==> config.mk <==
export PLATFORM = sky130hd
export DESIGN_NAME = vram_sys_arb
export DESIGN_NICKNAME = d
export VERILOG_FILES = /design/src/rtl/vram_sys_arb.sv
export SDC_FILE = /design/constraint.sdc
export NUM_CORES = 1
export LEC_CHECK = 0
export CORE_AREA = 2 2 132 134
export DETAILED_ROUTE_END_ITERATION = 8
export DIE_AREA = 0 0 134 136
export GPL_TIMING_DRIVEN = 0
export PLACE_DENSITY = 0.72
export SLEW_MARGIN = 20
export SYNTH_ARGS = -nofsm -noshare
export SYNTH_HDL_FRONTEND = slang
export SYNTH_SLANG_ARGS = --single-unit
==> constraint.sdc <==
create_clock -name clk_sys -period 2.56 [get_ports clk_sys]
set_input_delay 0.768 -clock clk_sys [delete_from_list [all_inputs] [get_ports clk_sys]]
set_output_delay 0.768 -clock clk_sys [all_outputs]
set_load 0.01 [all_outputs]
==> src/rtl/vram_sys_arb.sv <==
`timescale 1ns/1ps
`default_nettype none
// +----------------------------------------------------------------------+
// | vram_sys_arb: round-robin arbiter for the vram system-clock port,    |
// | shared by Earthrise and the CPU, with latency-tagged read return.    |
// | Rev 1.0                                                              |
// +----------------------------------------------------------------------+
module vram_sys_arb #(
  parameter int WORD     = 32,
  parameter int ADDRW    = 14,
  parameter int VRAM_LAT = 2
) (
  input  logic             clk_sys,
  input  logic             rst_sys,
  input  logic             er_req,
  input  logic [ADDRW-1:0] er_addr,
  input  logic [WORD-1:0]  er_wmask,
  input  logic [WORD-1:0]  er_din,
  output logic             er_gnt,
  output logic [WORD-1:0]  er_rdata,
  output logic             er_rvalid,
  input  logic             cpu_req,
  input  logic [ADDRW-1:0] cpu_addr,
  input  logic [WORD-1:0]  cpu_wmask,
  input  logic [WORD-1:0]  cpu_din,
  output logic             cpu_gnt,
  output logic [WORD-1:0]  cpu_rdata,
  output logic             cpu_rvalid,
  output logic [ADDRW-1:0] vram_addr,
  output logic [WORD-1:0]  vram_wmask,
  output logic [WORD-1:0]  vram_din,
  input  logic [WORD-1:0]  vram_dout,
  output logic             busy
);

  localparam int STAGES = VRAM_LAT + 1;

  logic             favour_er_q, favour_er_d;
  logic             any_gnt;
  logic             rd_gnt;
  logic [ADDRW-1:0] win_addr;
  logic [WORD-1:0]  win_wmask;
  logic [WORD-1:0]  win_din;

  logic [ADDRW-1:0] vram_addr_q,  vram_addr_d;
  logic [WORD-1:0]  vram_wmask_q, vram_wmask_d;
  logic [WORD-1:0]  vram_din_q,   vram_din_d;

  // Tag pipeline: one {valid, owner} pair per stage; owner=1 means Earthrise.
  logic [STAGES-1:0] tag_vld_q, tag_vld_d;
  logic [STAGES-1:0] tag_own_q, tag_own_d;

  always_comb begin
    er_gnt  = er_req  & (~cpu_req | favour_er_q);
    cpu_gnt = cpu_req & (~er_req  | ~favour_er_q);
    any_gnt = er_gnt | cpu_gnt;

    win_addr  = er_gnt ? er_addr  : cpu_addr;
    win_wmask = er_gnt ? er_wmask : cpu_wmask;
    win_din   = er_gnt ? er_din   : cpu_din;
    rd_gnt    = any_gnt & (win_wmask == '0);

    favour_er_d = any_gnt ? cpu_gnt : favour_er_q;
  end

  // Idle cycles must never leave a stale mask on vram, so mask/data drop to 0.
  always_comb begin
    vram_addr_d  = vram_addr_q;
    vram_wmask_d = '0;
    vram_din_d   = '0;
    if (any_gnt) begin
      vram_addr_d  = win_addr;
      vram_wmask_d = win_wmask;
      vram_din_d   = win_din;
    end
  end

  always_comb begin
    tag_vld_d = {tag_vld_q[STAGES-2:0], rd_gnt};
    tag_own_d = {tag_own_q[STAGES-2:0], er_gnt};
  end

  always_ff @(posedge clk_sys) begin
    if (rst_sys) begin
      favour_er_q  <= 1'b0;
      vram_addr_q  <= '0;
      vram_wmask_q <= '0;
      vram_din_q   <= '0;
      tag_vld_q    <= '0;
      tag_own_q    <= '0;
    end else begin
      favour_er_q  <= favour_er_d;
      vram_addr_q  <= vram_addr_d;
      vram_wmask_q <= vram_wmask_d;
      vram_din_q   <= vram_din_d;
      tag_vld_q    <= tag_vld_d;
      tag_own_q    <= tag_own_d;
    end
  end

  always_comb begin
    vram_addr  = vram_addr_q;
    vram_wmask = vram_wmask_q;
    vram_din   = vram_din_q;
    er_rvalid  = tag_vld_q[STAGES-1] &  tag_own_q[STAGES-1];
    cpu_rvalid = tag_vld_q[STAGES-1] & ~tag_own_q[STAGES-1];
    er_rdata   = vram_dout;
    cpu_rdata  = vram_dout;
    busy       = |tag_vld_q;
  end

endmodule
`default_nettype wire

# == Word level (Yosys, flattened, before mapping) ==
# Cells that the tools add are included.
# op_classes
muxes,3
bitwise_logic,13
n_reduce_logical,3
# op_table
cell,n
$mux W32,2
$logic_not A32 Y1,1
$mux W14,1
$and A1 B1 Y1,5
$not A1 Y1,5
$or A1 B1 Y1,3
$reduce_or A3 Y1,1
$reduce_or A2 Y1,1
# totals
ff_bits,85
out_inout_bits,147
elab_cells,25

# == Logic depth before layout (Yosys ltp) ==
# Gate-level depths: netlist of the first run.
# depth
depth_word,6
depth_mapped,8
ltp_nobuf,5

# == Least setup slack after synthesis of the first run ==
# OpenSTA, ideal clock, no wires.
# synth_path
path_kind,input -> output
startpoint,input port er_req
endpoint,output port cpu_gnt
arrival_time_ps,1685
path_slack_ps,107
cell_stages,5
cell_sequence,clkbuf_1 -> nand2_1 -> nand2_1 -> clkbuf_1 -> inv_1
# synth_via
elab_chain_len,3
# synth_rtl
element,line,source
"start, declared",15,"input logic er_req,"
$not A1 Y1,55,cpu_gnt = cpu_req & (~er_req | ~favour_er_q);
$or A1 B1 Y1,55,
$and A1 B1 Y1,55,
"end, declared",26,"output logic cpu_gnt,"
# Every way passes these cells.

# == Worst setup path in the final report of the first run ==
# layout_path
startpoint,input port cpu_req
endpoint,output port er_gnt
# layout_via
elab_chain_len,3
# layout_rtl
element,line,source
"start, declared",22,"input logic cpu_req,"
$not A1 Y1,54,er_gnt = er_req & (~cpu_req | favour_er_q);
$or A1 B1 Y1,54,
$and A1 B1 Y1,54,
"end, declared",19,"output logic er_gnt,"
# Every way passes these cells.

==> key figures, run 1 <==
Clock network
  – Clock Latency Late Sink: roughly 0.34 ns
  – Count of clock tree sinks: 85
  – TritonCTS clock tree: yes
  – Clock Root Buffer: clkbuf_16
  – H-tree depth: 3
  – Max Buffers Root-to-Sink: 2
  – TritonCTS Buffers: 9
  – Clock-pin slew on the worst setup and hold paths: 0.06 ns
  – CTS Hold Buffers Added: 0

STA
  – Slew @ Worst Pin: 0.551 ns
  – Peak Freq: 413 MHz
  – Post-layout minimum cycle time: 2.42 ns
  – Max-slew violation count: 0
  – Final hold violation count: 0
  – Unrepaired setup endpoints after global routing: no
  – Setup Viol. Count Final: 0
  – Worst slew margin: 63.2%
  – Tcrit/Tclk final: 94.7%
  – Final setup skew: 0.00624 ns

Synthesis
  – Syn Inst Count: 489
  – Net count after synthesis: approximately 700
  – Leading area contributor after synthesis: dfxtp_1
  – Sequential cell area fraction in the yosys report: approximately 45%
  – Syn_area_per_cell: 7.77 µm²
  – Top post-synthesis cells by area: dfxtp_1 45%, nand2_1 13%, buf_4 13%
  – Top-area cell type share of the netlist area: 44.8%
  – Synth Cell Area: between 3000 and 4000 µm²
  – YS warnings: 0
  – Yosys cell types: 25
  – Yosys reg bits: 85

Power
  – PD cells: 502 nW/µm²
  – Total Power: 3.74 mW
  – Peak VDD IR: 272 µV
  – LEAKAGE: 3.04 nW

Critical path
  – CP Class: input port to output port
  – CP arrival: 1.66 ns
  – Worst-path maximum fanout: 14
  – Critical Path Start: cpu_req
  – R2R Path Start: favour_er_q$_SDFFE_PP0P_
  – WP data required: 1.79 ns
  – Crit path launch type: input port
  – Critical path endpoint category: output port

Global route
  – Total congestion overflow: 0
  – Vias in the first global route: 4291
  – Largest net degree at the start of global routing: 16
  – Initial antenna violation count: 0
  – GRT Util Overall: approximately 18%
  – First-pass GRT wire length: 25000 µm

Finish
  – Commonest non-fill, non-tap cell in the layout: clkdlybuf4s50_1
  – Fill count: ~1700
  – Ant diodes: 0
  – Layout overhead on the synthesized area: 96.2%
  – Final instance area: 7460 µm²
  – Final-stage net count: 994
  – Most frequent cells in the layout: 302 x clkdlybuf4s50_1, 132 x nand2_1, 85 x dfxtp_1
  – Share of cells above drive strength 1: a little over an eighth

Placed design
  – # port buffers: 304
  – Gpl congestion: 0.823
  – HPWL Detailed: 13700 µm
  – Dpl cell area: 7120 µm²

Detailed routing
  – TritonRoute pass-1 iters: 6
  – Iteration-0 DRC Markers: 206
  – Post-Route WL: 17200 µm
  – Wire length per cell: 16.6 µm
  – Post-route ant nets: 0
  – Drt via density: 4.27
  – DRC viols: 0
  – Via Count: 4408

Floorplanning
  – Die Span Y: 136 µm
  – Die area: 18200 µm²
  – Boundary pin count: 339
  – Initial Util: 22.5%
  – Row cnt: 48
  – Die extent in x: 134 µm
  – Core ar.: about 17000 µm²

Run status
  – Status: completed

Hold path
  – Hold Path Class: flop to flop
  – HP Start: tag_own_q[0]$_SDFF_PP0_

Flow run
  – Max cap viols: 0
==> state kept, by name (all words and copies together) (netlist names) <==
signal / flops
favour_er_q: 1
tag_own_q: 3
tag_vld_q: 3
vram_addr: 14
vram_din: 32
vram_wmask: 32
==> cell type report <==
| cell class | count | area (µm²) | area share, % |
|---|---|---|---|
| inverter | 17 | 68.8 | 0.923 |
| tap | 225 | 282 | 3.78 |
| sequential | 85 | 1700 | 22.8 |
| timing repair buffer | 305 | 3050 | 40.9 |
| buffer | 94 | 606 | 8.12 |
| clock buffer | 10 | 229 | 3.07 |
| clock inverter | 6 | 61.3 | 0.822 |
| multi-input combinational | 290 | 1460 | 19.5 |
==> path summary, 6_finish.rpt <==
path / to / slack, ns / cells past startpoint
max reg2reg: vram_wmask[6]$_SDFF_PP0_ / 0.56 / 6
min reg2reg: tag_own_q[1]$_SDFF_PP0_ / 0.44 / 1
max: er_gnt / 0.14 / 5
min: tag_own_q[1]$_SDFF_PP0_ / 0.44 / 1
==> what timing repair did <==
item / CTS / global route
resized for setup: 14 / 1
setup endpoints to repair: 13 / 1
buffers inserted: 1 / 0
pin swaps: 3 / 0
==> power by group <==
group	internal (mW)	switching (mW)
clock	0.755	0.555
combinational	0.595	0.397
sequential	1.41	0.0302
==> per-stage QoR <==
step / hold slack, ns / TNS, ns / setup WS [ns] / utilization [%] / cells
2_1_floorplan: 0.414 / 0 / 0.107 / - / 489
3_3_place_gp: 0.427 / -20.73 / -0.685 / 42.2 / 1018
5_1_grt: 0.466 / 0 / 0.0642 / 44.2 / 1032
6_report: 0.440 / 0 / 0.136 / 44.2 / 1032
3_5_place_dp: 0.428 / -20.69 / -0.740 / 42.2 / 1018
4_1_cts: 0.443 / 0 / 0.0207 / 44.2 / 1032
==> Yosys cell counts <==
library cell,count
a21oi_1,78
a221oi_2,1
a31oi_1,14
a32oi_1,1
and2_1,1
buf_1,7
buf_2,3
buf_4,64
clkbuf_1,23
dfxtp_1,85
inv_1,16
inv_2,1
nand2_1,134
nand4_1,2
nor2_1,18
nor2b_1,5
nor3_1,2
nor4_1,12
o21ai_0,1
o21ai_2,1
o21bai_1,1
o221a_2,14
or3_1,1
or4_1,3
or4_4,1
==> cell families after synthesis <==
kind of cell / Yosys count / share of synthesized area (%)
AOI/OAI and AO/OA: 111 / 17.9
buffers and inverters: 114 / 17.7
DFF: 85 / 44.8
and+or+nand+nor: 179 / 19.6
==> critical path: stages <==
cell and delay (ns):
buf_4 0.18, inv_1 0.10, o21ai_4 0.22, inv_6 0.09
dlygate4sd2_1 0.30
==> layer usage <==
metal  track usage, %  part of all wire [%]  wire length (µm)  up-vias
met4             4.91                   1.8               310        0
met1             21.1                    40              6840     1974
met5                0                     0                 0        -
met2             32.4                    52              8870      208
li1                 -                     -                 -     2202
met3             5.63                   6.7              1150       24
(Power assumes the default switching activity.)
==> inputs of run 2 (changes only) <==
--- a/config.mk
+++ b/config.mk
@@ -5,11 +5,11 @@
 export SDC_FILE = /design/constraint.sdc
 export NUM_CORES = 1
 export LEC_CHECK = 0
-export CORE_AREA = 2 2 132 134
+export CORE_AREA = 3 3 129 131
 export DETAILED_ROUTE_END_ITERATION = 8
-export DIE_AREA = 0 0 134 136
+export DIE_AREA = 0 0 132 134
 export GPL_TIMING_DRIVEN = 0
-export PLACE_DENSITY = 0.72
+export PLACE_DENSITY = 0.75
 export SLEW_MARGIN = 20
 export SYNTH_ARGS = -nofsm -noshare
 export SYNTH_HDL_FRONTEND = slang
==> run 2 against run 1 <==
Routed wire length rose by 1.9%. Clock power increased by 18%. Critical endpoint unchanged. Power is 6.5% higher. Core utilization grew 3.6 points. Clock skew is 0.0018 ns higher. Final area rose by 0.76%. Largest cell class unchanged.
==> key figures, run 2 (synthesis results as in run 1) <==
STA
  – Hold slack: 0.439 ns
  – Unrepaired setup endpoints after global routing: no
  – Worst slew margin: about 58%
  – Setup_tns: 0 ns
  – Final hold violation count: 0
  – Setup Viol. Count Final: 0
  – Tcrit/Tclk final: 97.3%
  – Post-layout minimum cycle time: approximately 2.5 ns
  – Slew @ Worst Pin: 0.625 ns
  – Peak Freq: around 400 MHz
  – Final setup skew: 0.00803 ns
  – Final WS setup: 0.0686 ns
  – Max-slew violation count: 0

Detailed routing
  – TritonRoute pass-1 iters: 5
  – Wire length per cell: 17.1 µm
  – Iteration-0 DRC Markers: roughly 300
  – DR WL met2: 8960 µm
  – Met1 WL: 6920 µm
  – Top sig layer: met4
  – DRC viols: 0
  – DR WL met3: 1290 µm
  – Via Count: 4520
  – Post-route ant nets: 0
  – Drt via density: 4.41
  – Post-Route WL: between 15000 and 20000 µm

Clock network
  – Count of clock tree sinks: 85
  – Max Buffers Root-to-Sink: 2
  – Clock Latency Late Sink: 0.35 ns
  – TritonCTS Buffers: 9
  – Clock-pin slew on the worst setup and hold paths: 0.06 ns
  – TritonCTS clock tree: yes
  – Clock Root Buffer: clkbuf_16
  – H-tree depth: 3

Hold path
  – WHS Path Cells: 1
  – HP Start: tag_own_q[1]$_SDFF_PP0_
  – Hold worst-path end: tag_own_q[2]$_SDFF_PP0_
  – Hold Path Class: flop to flop

Floorplanning
  – Core ar.: 15700 µm²
  – Die extent in x: 132 µm
  – Row cnt: 46
  – Die area: 17700 µm²
  – Boundary pin count: 339
  – Die Span Y: between 100 and 150 µm
  – Initial Util: approximately 24%

Placed design
  – HPWL Detailed: 14000 µm
  – Placed instance count: 1009
  – Gpl congestion: 0.796
  – # port buffers: approximately 300
  – Placement Setup Slack: -0.698 ns
  – Dpl cell area: 7110 µm²

Global route
  – Largest net degree at the start of global routing: 16
  – Vias in the first global route: 4535
  – Initial antenna violation count: 0
  – GRT Util Overall: roughly a fifth
  – Total congestion overflow: 0
  – First-pass GRT wire length: 25600 µm

Finish
  – Share of cells above drive strength 1: about an eighth
  – Final Core Density: about 48%
  – Layout overhead on the synthesized area: 97.7%
  – Final non-filler cell total: 1024
  – Final-stage net count: 995
  – Commonest non-fill, non-tap cell in the layout: clkdlybuf4s50_1
  – Ant diodes: 0
  – Final instance area: 7510 µm²
  – Most frequent cells in the layout: 303 x clkdlybuf4s50_1, 132 x nand2_1, 85 x dfxtp_1

Critical path
  – Worst path cell trace: buf_6 > inv_1 > o21ai_4 > inv_4 > clkdlybuf4s50_1
  – CP Class: input port to output port
  – Slowest stage delay, CP: roughly 0.48 ns
  – WP data required: 1.79 ns
  – Crit path launch type: input port
  – Worst-path maximum fanout: 10
  – Worst R2R End: vram_wmask[12]$_SDFF_PP0_
  – Setup slack, reg-to-reg: between 0.4 and 0.5 ns
  – Slowest-stage cell, CP: clkdlybuf4s50_1
  – Critical path endpoint category: output port
  – R2R Path Start: favour_er_q$_SDFFE_PP0P_
  – CP arrival: about 1.7 ns
  – Register-to-Register Path Depth: 7

Power
  – Peak VDD IR: 295 µV
  – Total Power: 3.99 mW
  – PD cells: ~530 nW/µm²
  – LEAKAGE: 3.06 nW

Flow run
  – Max cap viols: 0

Run status
  – Status: completed
## run 2: repair_timing
item	in CTS	in global routing
pin swaps	1	0
buffers inserted	2	0
setup endpoints to repair	22	2
hold buffers	0	0
resized for setup	11	2
## run 2: final cells by class
| class | count | area [µm²] |
|---|---|---|
| well taps | 216 | 270 |
| clock inverters | 5 | 106 |
| multi-input cells | 290 | 1460 |
| plain buffers | 94 | 608 |
| clock buffers | 11 | 243 |
| flip-flops and latches | 85 | 1700 |
| repair buffers | 306 | 3060 |
| fillers | 1520 | 8200 |
| inverters | 17 | 66.3 |
## run 2: worst max-delay path by stage
stage | start | endpoint | slack [ns] | depth (start not counted)
final | cpu_req | er_gnt | 0.07 | 5
after global routing | cpu_req | er_gnt | 0.02 | 5
after CTS | cpu_req | er_gnt | 0.0002 | 5
after detailed placement | er_req | cpu_gnt | -0.70 | 6
after global placement | er_req | cpu_gnt | -0.69 | 6
after floorplan | er_req | cpu_gnt | 0.11 | 5
## run 2: where the power goes
| group | switching [mW] | internal [mW] |
|---|---|---|
| registers | 0.0320 | 1.41 |
| logic | 0.397 | 0.597 |
| clock network | 0.567 | 0.985 |
| total | 0.995 | 2.99 |
## run 2: worst max-delay path: cells and delay by family
| family | cells | cell delay, ns |
|---|---|---|
| compound gates | 1 | 0.19 |
| buf+inv | 4 | 0.77 |
## run 2: metal layers
metal  vias up  GRT usage (%)
met1      2079           21.7
li1       2203              -
met5         -              0
met3        21           5.78
met2       217           33.8
met4         0           5.48
